`config.mk`:
```
export PLATFORM = sky130hd
export DESIGN_NAME = sc_player_shiftregister
export DESIGN_NICKNAME = d
export VERILOG_FILES = /design/src/rtl/sc_playershiftreg_pkg.sv /design/src/rtl/sc_onehot_encoder.sv /design/src/rtl/sc_player_shiftregister.sv
export SDC_FILE = /design/constraint.sdc
export NUM_CORES = 1
export LEC_CHECK = 0
export CORE_ASPECT_RATIO = 0.5
export CORE_MARGIN = 3
export CORE_UTILIZATION = 47
export DETAILED_ROUTE_END_ITERATION = 7
export HOLD_SLACK_MARGIN = 0.03
export PLACE_DENSITY_LB_ADDON = 0.3
export SYNTH_ARGS = -nofsm -noshare
export SYNTH_HDL_FRONTEND = slang
export SYNTH_SLANG_ARGS = --single-unit
```
`constraint.sdc`:
```
create_clock -name SC_PLAYERSHIFTREG_CLOCK_50 -period 2.2 [get_ports SC_PLAYERSHIFTREG_CLOCK_50]
set_clock_uncertainty 0.15 [all_clocks]
set_input_delay 0.33 -clock SC_PLAYERSHIFTREG_CLOCK_50 [delete_from_list [all_inputs] [get_ports SC_PLAYERSHIFTREG_CLOCK_50]]
set_output_delay 0.33 -clock SC_PLAYERSHIFTREG_CLOCK_50 [all_outputs]
set_load 0.05 [all_outputs]
```
`src/rtl/sc_playershiftreg_pkg.sv`:
```
// -----------------------------------------------------------------------------
// sc_playershiftreg_pkg
// Shared definitions for the player position datapath and the player state
// machine that drives it. Both import this package so that the shift-selection
// encoding exists in exactly one place.
//
// Contents:
//   SEL_HOLD / SEL_LEFT / SEL_RIGHT / SEL_LOAD : 2-bit shift-selection codes
//   sel_t                                      : type of a shift-selection value
//   SEL_WIDTH                                  : width of a shift-selection value
// -----------------------------------------------------------------------------
package sc_playershiftreg_pkg;

    localparam int SEL_WIDTH = 2;

    typedef logic [SEL_WIDTH-1:0] sel_t;

    // Hold is all-ones so that an idle machine driving its outputs high leaves
    // the position alone. Load is all-zeros.
    localparam sel_t SEL_HOLD  = 2'b11;
    localparam sel_t SEL_LEFT  = 2'b01;
    localparam sel_t SEL_RIGHT = 2'b10;
    localparam sel_t SEL_LOAD  = 2'b00;

endpackage : sc_playershiftreg_pkg

```
`src/rtl/sc_onehot_encoder.sv`:
```
// -----------------------------------------------------------------------------
// sc_onehot_encoder
// Purely combinational one-hot to binary encoder with a validity flag.
//
// Parameters:
//   WIDTH     : width of the one-hot input (>= 2)
// Ports:
//   data      in  WIDTH          : value to encode
//   index     out $clog2(WIDTH)  : bit position of the single set bit, or 0
//                                  when data is not one-hot
//   is_onehot out 1              : 1 when exactly one bit of data is set
// -----------------------------------------------------------------------------
module sc_onehot_encoder #(
    parameter int WIDTH = 8
) (
    input  logic [WIDTH-1:0]         data,
    output logic [$clog2(WIDTH)-1:0] index,
    output logic                     is_onehot
);

    localparam int IDX_W = $clog2(WIDTH);

    logic [IDX_W-1:0] index_acc;

    // A value is one-hot when it is non-zero and clearing its lowest set bit
    // leaves nothing behind.
    assign is_onehot = (data != '0) && ((data & (data - 1'b1)) == '0);

    // OR together the positions of every set bit. For a one-hot input this is
    // exactly the position of the set bit; for anything else the result is
    // meaningless, so the output is forced to zero in that case.
    always_comb begin
        index_acc = '0;
        for (int i = 0; i < WIDTH; i++) begin
            if (data[i]) begin
                index_acc = index_acc | IDX_W'(i);
            end
        end
    end

    assign index = is_onehot ? index_acc : '0;

endmodule : sc_onehot_encoder

```
`src/rtl/sc_player_shiftregister.sv`:
```
// -----------------------------------------------------------------------------
// sc_player_shiftregister
// Player position datapath. Holds a one-hot position register and applies the
// clear / shift / load commands issued by the player state machine. Feeds back
// active-low edge flags so the machine can gate moves, and exports the binary
// position and a saturating count of accepted shifts.
//
// Configuration macro:
//   SC_PLAYERSHIFTREG_WRAP_EN : when defined, shifts past either edge wrap
//                               around (and count), and both edge flags are
//                               tied high. When undefined, edge shifts are
//                               refused and the edge flags are live.
//
// Parameters:
//   WIDTH     : position register width (>= 2)
//   INIT_POS  : one-hot value loaded on reset and on clear
//   CNT_WIDTH : move counter width
// Ports:
//   SC_PLAYERSHIFTREG_CLOCK_50                  in  1         : clock
//   SC_PLAYERSHIFTREG_RESET_InHigh              in  1         : sync reset, high
//   SC_PLAYERSHIFTREG_clear_InLow               in  1         : sync clear, low
//   SC_PLAYERSHIFTREG_shiftselection_In         in  2         : command
//   SC_PLAYERSHIFTREG_data_In                   in  WIDTH     : load value
//   SC_PLAYERSHIFTREG_data_Out                  out WIDTH     : position
//   SC_PLAYERSHIFTREG_index_Out                 out clog2     : position index
//   SC_PLAYERSHIFTREG_izquierdacomparator_OutLow out 1        : 0 at left edge
//   SC_PLAYERSHIFTREG_derechacomparator_OutLow  out 1         : 0 at right edge
//   SC_PLAYERSHIFTREG_moves_Out                 out CNT_WIDTH : accepted shifts
//   SC_PLAYERSHIFTREG_loaderror_Out             out 1         : rejected load
// -----------------------------------------------------------------------------
module sc_player_shiftregister
    import sc_playershiftreg_pkg::*;
#(
    parameter int               WIDTH     = 8,
    parameter logic [WIDTH-1:0] INIT_POS  = WIDTH'(8'b0001_0000),
    parameter int               CNT_WIDTH = 8
) (
    input  logic                     SC_PLAYERSHIFTREG_CLOCK_50,
    input  logic                     SC_PLAYERSHIFTREG_RESET_InHigh,
    input  logic                     SC_PLAYERSHIFTREG_clear_InLow,
    input  logic [SEL_WIDTH-1:0]     SC_PLAYERSHIFTREG_shiftselection_In,
    input  logic [WIDTH-1:0]         SC_PLAYERSHIFTREG_data_In,
    output logic [WIDTH-1:0]         SC_PLAYERSHIFTREG_data_Out,
    output logic [$clog2(WIDTH)-1:0] SC_PLAYERSHIFTREG_index_Out,
    output logic                     SC_PLAYERSHIFTREG_izquierdacomparator_OutLow,
    output logic                     SC_PLAYERSHIFTREG_derechacomparator_OutLow,
    output logic [CNT_WIDTH-1:0]     SC_PLAYERSHIFTREG_moves_Out,
    output logic                     SC_PLAYERSHIFTREG_loaderror_Out
);

    localparam int IDX_W = $clog2(WIDTH);

    logic [WIDTH-1:0]     pos;
    logic [WIDTH-1:0]     pos_next;
    logic [CNT_WIDTH-1:0] moves;
    logic                 loaderror;
    logic                 shift_taken;
    logic                 load_rejected;
    logic                 data_onehot;
    logic [IDX_W-1:0]     pos_index;
    logic [IDX_W-1:0]     data_index_unused;
    logic                 pos_onehot_unused;

    // Decode of the live position register drives the index output.
    sc_onehot_encoder #(
        .WIDTH (WIDTH)
    ) u_pos_encoder (
        .data      (pos),
        .index     (pos_index),
        .is_onehot (pos_onehot_unused)
    );

    // A second encoder screens the parallel-load value; only its one-hot flag
    // matters here.
    sc_onehot_encoder #(
        .WIDTH (WIDTH)
    ) u_load_encoder (
        .data      (SC_PLAYERSHIFTREG_data_In),
        .index     (data_index_unused),
        .is_onehot (data_onehot)
    );

    // Work out where the position would go under the current command, and
    // whether that counts as an accepted shift or a rejected load. Shifts that
    // would push the bit off an edge are refused here even though the machine
    // is expected to gate them, so the register can never become empty.
    always_comb begin
        pos_next      = pos;
        shift_taken   = 1'b0;
        load_rejected = 1'b0;
        case (SC_PLAYERSHIFTREG_shiftselection_In)
            SEL_LEFT: begin
`ifdef SC_PLAYERSHIFTREG_WRAP_EN
                pos_next    = {pos[WIDTH-2:0], pos[WIDTH-1]};
                shift_taken = 1'b1;
`else
                if (!pos[WIDTH-1]) begin
                    pos_next    = pos << 1;
                    shift_taken = 1'b1;
                end
`endif
            end
            SEL_RIGHT: begin
`ifdef SC_PLAYERSHIFTREG_WRAP_EN
                pos_next    = {pos[0], pos[WIDTH-1:1]};
                shift_taken = 1'b1;
`else
                if (!pos[0]) begin
                    pos_next    = pos >> 1;
                    shift_taken = 1'b1;
                end
`endif
            end
            SEL_LOAD: begin
                if (data_onehot) begin
                    pos_next = SC_PLAYERSHIFTREG_data_In;
                end else begin
                    load_rejected = 1'b1;
                end
            end
            default: begin
                pos_next = pos;
            end
        endcase
    end

    // State update. Reset and clear both return to the start position with a
    // zeroed counter and discard whatever command was presented. The counter
    // sticks at all-ones rather than rolling over, and the load error flag is
    // rewritten every cycle so it only ever lasts one cycle.
    always_ff @(posedge SC_PLAYERSHIFTREG_CLOCK_50) begin
        if (SC_PLAYERSHIFTREG_RESET_InHigh) begin
            pos       <= INIT_POS;
            moves     <= '0;
            loaderror <= 1'b0;
        end else if (!SC_PLAYERSHIFTREG_clear_InLow) begin
            pos       <= INIT_POS;
            moves     <= '0;
            loaderror <= 1'b0;
        end else begin
            pos       <= pos_next;
            loaderror <= load_rejected;
            if (shift_taken && (moves != '1)) begin
                moves <= moves + 1'b1;
            end
        end
    end

    assign SC_PLAYERSHIFTREG_data_Out      = pos;
    assign SC_PLAYERSHIFTREG_index_Out     = pos_index;
    assign SC_PLAYERSHIFTREG_moves_Out     = moves;
    assign SC_PLAYERSHIFTREG_loaderror_Out = loaderror;

    // Edge flags decode only the register. With wrapping enabled there is no
    // edge for the machine to respect, so both stay high.
`ifdef SC_PLAYERSHIFTREG_WRAP_EN
    assign SC_PLAYERSHIFTREG_izquierdacomparator_OutLow = 1'b1;
    assign SC_PLAYERSHIFTREG_derechacomparator_OutLow   = 1'b1;
`else
    assign SC_PLAYERSHIFTREG_izquierdacomparator_OutLow = ~pos[WIDTH-1];
    assign SC_PLAYERSHIFTREG_derechacomparator_OutLow   = ~pos[0];
`endif

endmodule : sc_player_shiftregister

```
Yosys cells after proc, flatten, opt, wreduce, memory -nomap -nowiden

Index checks and enable logic that the tools add are counted.
Widths: inputs -> output; s select.

Register bits after elaboration: 17
Latch bits: 0
Bits in writable memories: 0
Memory bits (read-only): 0
Input bits: 13
Word-level logic and storage cells: 50
Memories: 0

$add $sub $neg: 3
Multiply operators: 0
Div/mod/pow operators: 0
Order comparisons: 0
Eq/ne operators: 6
Shift operators: 0
Multiplexer cells: 16
Bitwise operators: 6
Reduce and logical (&&, ||, !) cells: 14

Operator list:

| kind                | number |
|---|---|
| $mux 8              | 3 |
| $pmux 8 s3          | 1 |
| $and 8x8->8         | 2 |
| $logic_not 8->1     | 2 |
| $reduce_bool 8->1   | 2 |
| $sub 8x1->8 const B | 2 |
| $mux 3              | 5 |
| $add 8x1->8 const B | 1 |
| $ne 8x8->1 const B  | 1 |
| $ne 2x2->1 const B  | 3 |
| $reduce_and 3->1    | 2 |
| $mux 1              | 4 |
| $mux 2              | 2 |
| $not 1->1           | 4 |
| $reduce_and 4->1    | 1 |
| $logic_and 1x1->1   | 3 |
| $reduce_bool 3->1   | 1 |
| $reduce_or 3->1     | 1 |
| $eq 2x1->1 const B  | 1 |
| $eq 2x2->1 const B  | 1 |
| $logic_not 2->1     | 1 |
| $pmux 1 s2          | 1 |
| $reduce_or 2->1     | 1 |

Longest topological paths before layout

Gate-level depths: netlist of run 1.

Depth in word-level cells: 8
Mapped depth: 7
Depth with buffers taken out: 7

By module

From an unflattened synthesis of run 1, not the netlist that was laid out.

Cells, all modules: 145
Area, all modules: 1,257.5 µm²

Modules (own cells, without submodules):

| module                  | instances | cells each | area each (µm²) | sequential area each (µm²) |
|---|---|---|---|---|
| sc_player_shiftregister | 1         | 105        | 957.2           | 340.3 |
| sc_onehot_encoder       | 2         | 20         | 150.1           | 0.0 |

Least setup slack after synthesis of run 1

Ideal clock, no wire load.

Path type: register -> output
Start: register pos[7], in the netlist SC_PLAYERSHIFTREG_data_Out[7]
End: output SC_PLAYERSHIFTREG_index_Out[1]
Data arrival time: 2.746 ns
Required time: 1.720 ns
Setup slack: -1.026 ns
Cell stages (with the launch flop): 6
Cells stage by stage: dfxtp_1 > clkbuf_1 > inv_1 > nor3_1 > a21oi_1 > a211oi_1

Longest elaborated chain between the ends: 5

Ends and longest elaborated chain:

| what                   | line                           | RTL |
|---|---|---|
| from (decl)            | sc_player_shiftregister.sv:53  | `logic [WIDTH-1:0] pos;` |
| from (signal assigned) | sc_player_shiftregister.sv:141 | `pos <= pos_next;` |
| $sub 8x1->8            | sc_onehot_encoder.sv:27        | `assign is_onehot = (data != '0) && ((data & (data - 1'b1)) == '0);` |
| $and 8x8->8            | sc_onehot_encoder.sv:27        |  |
| $logic_not 8->1        | sc_onehot_encoder.sv:27        |  |
| $logic_and 1x1->1      | sc_onehot_encoder.sv:27        |  |
| $mux 3 *               | sc_onehot_encoder.sv:41        | `assign index = is_onehot ? index_acc : '0;` |
| to (decl)              | sc_player_shiftregister.sv:44  | `output logic [$clog2(WIDTH)-1:0] SC_PLAYERSHIFTREG_index_Out,` |

Every way passes the cells marked *; elsewhere a longest branch is shown, timed or not.

Final worst setup path of run 1

Start: register pos[3], in the netlist SC_PLAYERSHIFTREG_data_Out[3]
End: output SC_PLAYERSHIFTREG_index_Out[2]

Longest elaborated chain between the ends: 5

Ends and longest elaborated chain:

| what                | line |
|---|---|
| $sub 8x1->8         | sc_onehot_encoder.sv:27 |
| $and 8x8->8         | sc_onehot_encoder.sv:27 |
| $logic_not 8->1     | sc_onehot_encoder.sv:27 |
| $logic_and 1x1->1 * | sc_onehot_encoder.sv:27 |
| $mux 3 *            | sc_onehot_encoder.sv:41 |

Marked as above.

==> metrics.md, run 1 <==
| Metric | Value |
|---|---|
| Area contributors post-synth | `dfxtp_1 (27%), mux2i_1 (6.5%), nand2_1 (6.0%)` |
| Cell family with most CP delay | `compound AO/OA/AOI/OAI gates` |
| Post-route cell area | `about 2000 um^2` |
| Layout Area Growth over Synthesis | `59.78%` |
| Pleak | `just over 0.7 nW` |
| Max-cap violation count | `0` |
| First-pass GRT wire length | `around 5900 um` |
| FP Rows | `12` |
| Mapped Nets | `167` |
| PwrDens | `around 450 nW/um^2` |
| Crit path from | `SC_PLAYERSHIFTREG_data_Out[3]` |
| Slew Viols, Final | `0` |
| CP bufs+invs | `2` |
| Worst hold path class | `flip-flop to flip-flop` |
| Worst EP required | `approximately 1.7 ns` |
| Wirelength per Cell | `15.63 um` |
| Worst path slowest cell | `dfxtp_4` |
| Total CTS buffers | `3` |
| Number of antenna diodes | `0` |
| Maximum vdd ir drop | `approximately 0.00031 V` |
| Crit path setup slack, layout | `-0.03801 ns` |
| Data arrival time of the critical path | `between 1.5 and 2 ns` |
| Routability Congestion | `slightly below 1` |
| Num Clock Sinks | `17` |
| Initial core utilization | `52.65%` |
| Number of distinct library cells after synthesis | `42` |
| Clock-pin slew on the worst setup and hold paths | `about 0.080 ns` |
| Vias | `1366` |
| GRT Total Usage | `between 20% and 30%` |
| Core area | `2357 um^2` |
| Htree depth | `1` |
| Final wirelength | `3752 um` |
| DP HPWL | `roughly 2600 um` |
| Final setup fails | `3` |
| RR Endpoint | `SC_PLAYERSHIFTREG_moves_Out[1]` |
| Vias in the first global route | `1289` |
| Worst Setup EP | `SC_PLAYERSHIFTREG_index_Out[2]` |
| Startpoint Class | `flip-flop` |
| R2R Path Start | `SC_PLAYERSHIFTREG_moves_Out[3]` |
| Least-Margin Pin Slew | `between 0.5 and 0.6 ns` |
| DR vias/cell | `5.692` |
| Min Clock Period, post-route | `2.238 ns` |
| R2r setup slk | `0.46 ns` |
| Max Buffers Root-to-Sink | `2` |
| Synth Warn # | `0` |
| Residual DRC count | `0` |
| Syn_area_per_cell | `8.330 um^2` |
| First-pass DRT Iterations | `4` |
| Largest net degree at the start of global routing | `12` |
| Iter 0 DRT Violations | `~120` |
| Die footprint | `between 3000 and 4000 um^2` |
| Max transition margin | `66.28%` |
| CTS root buf | `clkbuf_8` |
| Crit Path Class | `flip-flop to primary output` |
| Yosys reg bits | `17` |
| Mapped Cells | `~150` |
| FF-to-FF path depth | `5` |
| Grt total ovfl | `0` |
| Share of cells above drive strength 1 | `slightly below 30%` |
| CP peak stage delay | `0.37 ns` |
| IO Count | `35` |
| Mapped Area | `1241 um^2` |
| Yosys top cell by area | `dfxtp_1` |
| Status | `finished with violations` |
| Post-placement cell count | `about 230` |
| Power Total | `0.8924 mW` |
| Hold Vio Cnt, Final | `0` |
| Place WS | `-0.1472 ns` |
| Failing checks | `negative setup slack` |
| F_max | `between 400 and 500 MHz` |
| Die width | `a little under 80 um` |
| Register area share after synthesis | `roughly 27%` |
| Final Cycle Share | `101.7%` |
| Worst path depth | `7` |
| Cells along the critical path | `nor2_4 -> buf_6 -> o211ai_1 -> o311ai_4 -> a21oi_4 -> a211oi_4 -> buf_12` |
| Antenna violations before repair | `0` |
| Final Instance Count excl. Fillers | `240` |
| Nets | `around 220` |
| CTS tree | `yes` |
| Post-DRT Antenna Nets | `0` |
| Die H | `~42 um` |
| # hold bufs at CTS | `0` |
| Worst Setup End Kind | `primary output` |
| Synth top area share | `between 20% and 30%` |
| RSZ-0062 raised after global routing | `true` |
| Count of input and output buffers | `34` |
| Post-DP Area | `1804 um^2` |
| CP max FO | `4` |
| Clock Latency Late Sink | `0.26 ns` |
## repair_timing
action                     CTS  global route
cloned                       0             0
resized for setup            6             6
pin swaps                    6             3
setup endpoints to repair    3             3
buffers inserted             5             4
## per-layer routing
metal	track usage [%]	part of all wire (%)
met5	0	0
met1	25.81	41
met2	42.16	52
met3	5.365	6.2
met4	2.439	0.45
## cell usage in the layout (no fill, tap or decap), drive strengths merged
cell           synthesis  routed
clkdlybuf4s50          0      31
a221o                  1       1
clkbuf                 5       3
o22ai                  1       1
and2                   1       1
nand3                  3       3
nor2b                  3       3
nor4                   4       4
and3                   1       1
clkinv                 0       1
nor3                   4       4
mux2                   1       1
dfxtp                 17      17
o211ai                 4       4
o21ai                  4       4
o41ai                  1       1
a31o                   2       2
ha                     5       5
a222oi                 4       4
inv                    9       9
nand2b                 6       6
a2111oi                1       1
xnor2                  6       6
nand2                 20      20
or4                    1       1
nor2                  16      16
o311ai                 1       1
xor2                   2       2
a211oi                 7       7
a21oi                  6       6
a22oi                  1       1
o31ai                  1       1
nand4                  1       1
buf                    1      27
mux2i                  8       8
o211a                  1       1
## worst min-delay path by stage
stage	slack [ns]	depth (start not counted)	end	start
after floorplan	0.33	2	SC_PLAYERSHIFTREG_loaderror_Out	SC_PLAYERSHIFTREG_data_In[1]
after global placement	0.33	2	SC_PLAYERSHIFTREG_moves_Out[7]	SC_PLAYERSHIFTREG_moves_Out[7]
after detailed placement	0.33	2	SC_PLAYERSHIFTREG_moves_Out[7]	SC_PLAYERSHIFTREG_moves_Out[7]
after CTS	0.35	2	SC_PLAYERSHIFTREG_moves_Out[7]	SC_PLAYERSHIFTREG_moves_Out[7]
after global routing	0.39	2	SC_PLAYERSHIFTREG_moves_Out[7]	SC_PLAYERSHIFTREG_moves_Out[7]
final	0.35	2	SC_PLAYERSHIFTREG_moves_Out[7]	SC_PLAYERSHIFTREG_moves_Out[7]
## layout make-up
type                    count  area [um^2]
clock buffers               3        41.29
inverters                   9        33.78
multi-input cells         117        937.1
clock inverters             1        5.005
fillers                   147        374.1
flip-flops and latches     17        364.1
well taps                  35        43.79
repair buffers             58        558.0
## cell usage after synthesis
master and count:
a2111oi_4 1, a211oi_1 7, a21oi_1 6, a221o_1 1
a222oi_1 4, a22oi_1 1, a31o_2 2, and2_1 1
and3_1 1, buf_2 1, clkbuf_1 5, dfxtp_1 17
ha_1 5, inv_1 9, mux2_4 1, mux2i_1 8
nand2_1 20, nand2b_1 6, nand3_1 3, nand4_1 1
nor2_1 14, nor2_2 2, nor2b_1 2, nor2b_4 1
nor3_1 3, nor3_2 1, nor4_1 3, nor4_4 1
o211a_1 1, o211ai_1 2, o211ai_2 1, o211ai_4 1
o21ai_0 2, o21ai_1 1, o21ai_2 1, o22ai_2 1
o311ai_1 1, o31ai_1 1, o41ai_1 1, or4_1 1
xnor2_1 6, xor2_1 2
## power by group
group / leakage (nW) / internal (mW) / switching [mW]
logic: 0.557 / 0.152 / 0.169
registers: 0.142 / 0.310 / 0.0105
clock network: 0.0255 / 0.126 / 0.125
## flip-flops by register name (all words and copies together) (netlist names)
| signal | flops |
|---|---|
| SC_PLAYERSHIFTREG_data_Out | 8 |
| SC_PLAYERSHIFTREG_moves_Out | 8 |
| SC_PLAYERSHIFTREG_loaderror_Out | 1 |
## cells by family after synthesis
family / after synthesis / synth area share (%)
AO/OA/AOI/OAI: 35 / 24.60
XOR/XNOR: 8 / 5.645
adder cells (fa/ha/maj): 5 / 5.040
buffers and inverters: 15 / 4.637
flip-flops: 17 / 27.42
multiplexers: 9 / 7.661
AND/OR/NAND/NOR: 60 / 25.00
## tightest hold or removal path: stages, from the launching register on
cell	delay, ns
dfxtp_1	0.33
o41ai_1	0.06
a21oi_1	0.06
## stage by stage
stage	utilization, %	setup TNS, ns	hold WS [ns]
after global placement	76.54	-0.3519	0.3254
after detailed placement	76.54	-1.124	0.3340
after floorplan	-	0	0.3322
final	84.13	-0.07249	0.3472
after global routing	84.13	-0.2701	0.3864
after CTS	81.63	-0.06305	0.3486
Note: power is estimated with default switching activity, not from simulation.
==> inputs of run 2 (changes only) <==
CORE_MARGIN = 4   (was 3)
==> metrics.md, run 2 (synthesis gave the netlist of run 1 again) <==
| Metric | Value |
|---|---|
| DR vias/cell | `5.640 (-0.91%)` |
| Core area | `2357 um^2 (unchanged)` |
| CTS tree | `yes` |
| Pint | `0.5875 mW (about the same)` |
| # hold bufs at CTS | `0 (unchanged)` |
| Final wirelength | `3694 um (-1.5%)` |
| DP HPWL | `2630 um (+2.7%)` |
| Setup TNS | `0 ns (+0.07249 ns)` |
| Startpoint Class | `flip-flop` |
| Post-DRT Antenna Nets | `0 (unchanged)` |
| Status | `finished clean` |
| Max-cap violation count | `0 (unchanged)` |
| First-pass GRT wire length | `5906 um (-0.35%)` |
| Clock-pin slew on the worst setup and hold paths | `0.07 ns (about the same)` |
| Place WS | `-0.1164 ns (+0.03080 ns)` |
| Max Buffers Root-to-Sink | `2 (unchanged)` |
| Antenna violations before repair | `0 (unchanged)` |
| Crit path setup slack, layout | `0.005223 ns (+0.04323 ns)` |
| Wirelength per Cell | `15.65 um (+0.12%)` |
| Min Clock Period, post-route | `2.195 ns (-0.04323 ns)` |
| Clock Latency Late Sink | `0.26 ns (about the same)` |
| CP max FO | `4 (unchanged)` |
| Initial core utilization | `52.65% (unchanged)` |
| Clock share of power | `27.3% (-0.8 points)` |
| Die H | `44.34 um (+4.7%)` |
| Layout Area Growth over Synthesis | `57.96%` |
| Share of cells above drive strength 1 | `29.35% (-0.40 points)` |
| Net Switching | `0.2935 mW (-3.7%)` |
| Least-Margin Pin Slew | `0.5631 ns (+0.05879 ns)` |
| Power Total | `0.8810 mW (-1.3%)` |
| Die width | `80.68 um (+2.5%)` |
| IO Count | `35 (unchanged)` |
| Num Clock Sinks | `17 (unchanged)` |
| Vias | `1331 (-2.6%)` |
| Final Instance Count excl. Fillers | `236 (-1.7%)` |
| Worst hold path class | `flip-flop to flip-flop` |
| Largest net degree at the start of global routing | `11 (-1)` |
| Data arrival time of the critical path | `1.71 ns (-0.05 ns)` |
| PwrDens | `449.4 nW/um^2 (-0.14%)` |
| Most frequent cells in the layout | `clkdlybuf4s50_1 (31), nand2_1 (20), buf_4 (19), nor2_1 (12), dfxtp_1 (10)` |
| Iter 0 DRT Violations | `130 (+10%)` |
| Total CTS buffers | `3 (unchanged)` |
| Switching Share | `33.32% (-0.84 points)` |
| Nets | `220 (-1.8%)` |
| GRT Total Usage | `21.26% (-0.84 points)` |
| FILL cells | `150 (+2.0%)` |
| Pleak | `0.7077 nW (-2.4%)` |
| First-pass DRT Iterations | `7 (+3)` |
| Max transition margin | `62.32% (-4.0 points)` |
| F_max | `455.6 MHz (+2.0%)` |
| Worst Hold Slack | `0.3680 ns (+0.02077 ns)` |
| Hold Vio Cnt, Final | `0 (unchanged)` |
| Final Cycle Share | `99.76% (-2.0 points)` |
| Worst EP required | `1.72 ns (about the same)` |
| FP Rows | `12 (unchanged)` |
| Commonest non-fill, non-tap cell in the layout | `clkdlybuf4s50_1` |
| Combinational power share | `36.2% (+0.2 points)` |
| Count of input and output buffers | `34 (unchanged)` |
| Number of antenna diodes | `0 (unchanged)` |
| Grt total ovfl | `0 (unchanged)` |
| Crit Path Class | `flip-flop to primary output` |
| Worst Setup End Kind | `primary output` |
| Slew Viols, Final | `0 (unchanged)` |
| Htree depth | `1 (unchanged)` |
| Post-placement cell count | `225 (-0.88%)` |
| Final setup fails | `0 (-3)` |
| CTS root buf | `clkbuf_8` |
| Utilization after layout | `83.17% (-0.96 points)` |
| Die footprint | `3577 um^2 (+7.4%)` |
| Maximum vdd ir drop | `0.0002551 V (-19%)` |
| Post-route cell area | `1961 um^2 (-1.1%)` |
| Routability Congestion | `0.9615 (-0.53%)` |
| Post-DP Area | `1802 um^2 (-0.14%)` |
| RSZ-0062 raised after global routing | `true` |
| Residual DRC count | `0 (unchanged)` |
| Vias in the first global route | `1261 (-2.2%)` |
| Sequential power share | `36.5% (+0.6 points)` |
==> run 2: cell type report <==
type	count	area [um^2]	area share [%]
sequential	17	361.6	18.44
tap	35	43.79	2.234
timing repair buffer	54	533.0	27.19
multi-input combinational	117	942.2	48.05
clock buffer	3	41.29	2.106
clock inverter	1	5.005	0.2553
inverter	9	33.78	1.723
==> run 2: final timing paths <==
kind         depth (start not counted)                             end  slack, ns                           start
max                                  6  SC_PLAYERSHIFTREG_index_Out[1]      0.005   SC_PLAYERSHIFTREG_data_Out[4]
min                                  2  SC_PLAYERSHIFTREG_moves_Out[7]       0.37  SC_PLAYERSHIFTREG_moves_Out[7]
max reg2reg                          5  SC_PLAYERSHIFTREG_moves_Out[1]       0.42  SC_PLAYERSHIFTREG_moves_Out[3]
min reg2reg                          2  SC_PLAYERSHIFTREG_moves_Out[7]       0.37  SC_PLAYERSHIFTREG_moves_Out[7]
==> run 2: critical path, stage by stage (launching register included) <==
cell      delay (ns)
dfxtp_4         0.36
nor2_4          0.19
xnor2_2         0.09
o311ai_2        0.29
a21oi_4         0.14
a211oi_4        0.22
buf_12          0.17
==> run 2: power by group through the flow <==
stage,sequential [mW],combinational (mW),clock (mW)
after floorplan,0.348,0.145,0
after global placement,0.330,0.283,0
after detailed placement,0.330,0.287,0
after CTS,0.320,0.307,0.252
after global routing,0.323,0.336,0.264
final,0.322,0.319,0.241
==> run 2: layer usage <==
metal	global-route usage [%]	share of wire, %	routed length (um)	vias to the layer above
li1	-	-	-	644
met1	23.42	40	1482	628
met2	41.78	52	1936	55
met3	5.081	6.3	234	4
met4	5.051	1.1	40	0
met5	0	0	0	-
==> run 2: repair_timing <==
action                                  CTS  global route
endpoints found under the setup margin    3             3
setup buffers                             7             0
hold endpoints to repair                  0             0
pin swaps                                 7             3
resized for setup                         3             8
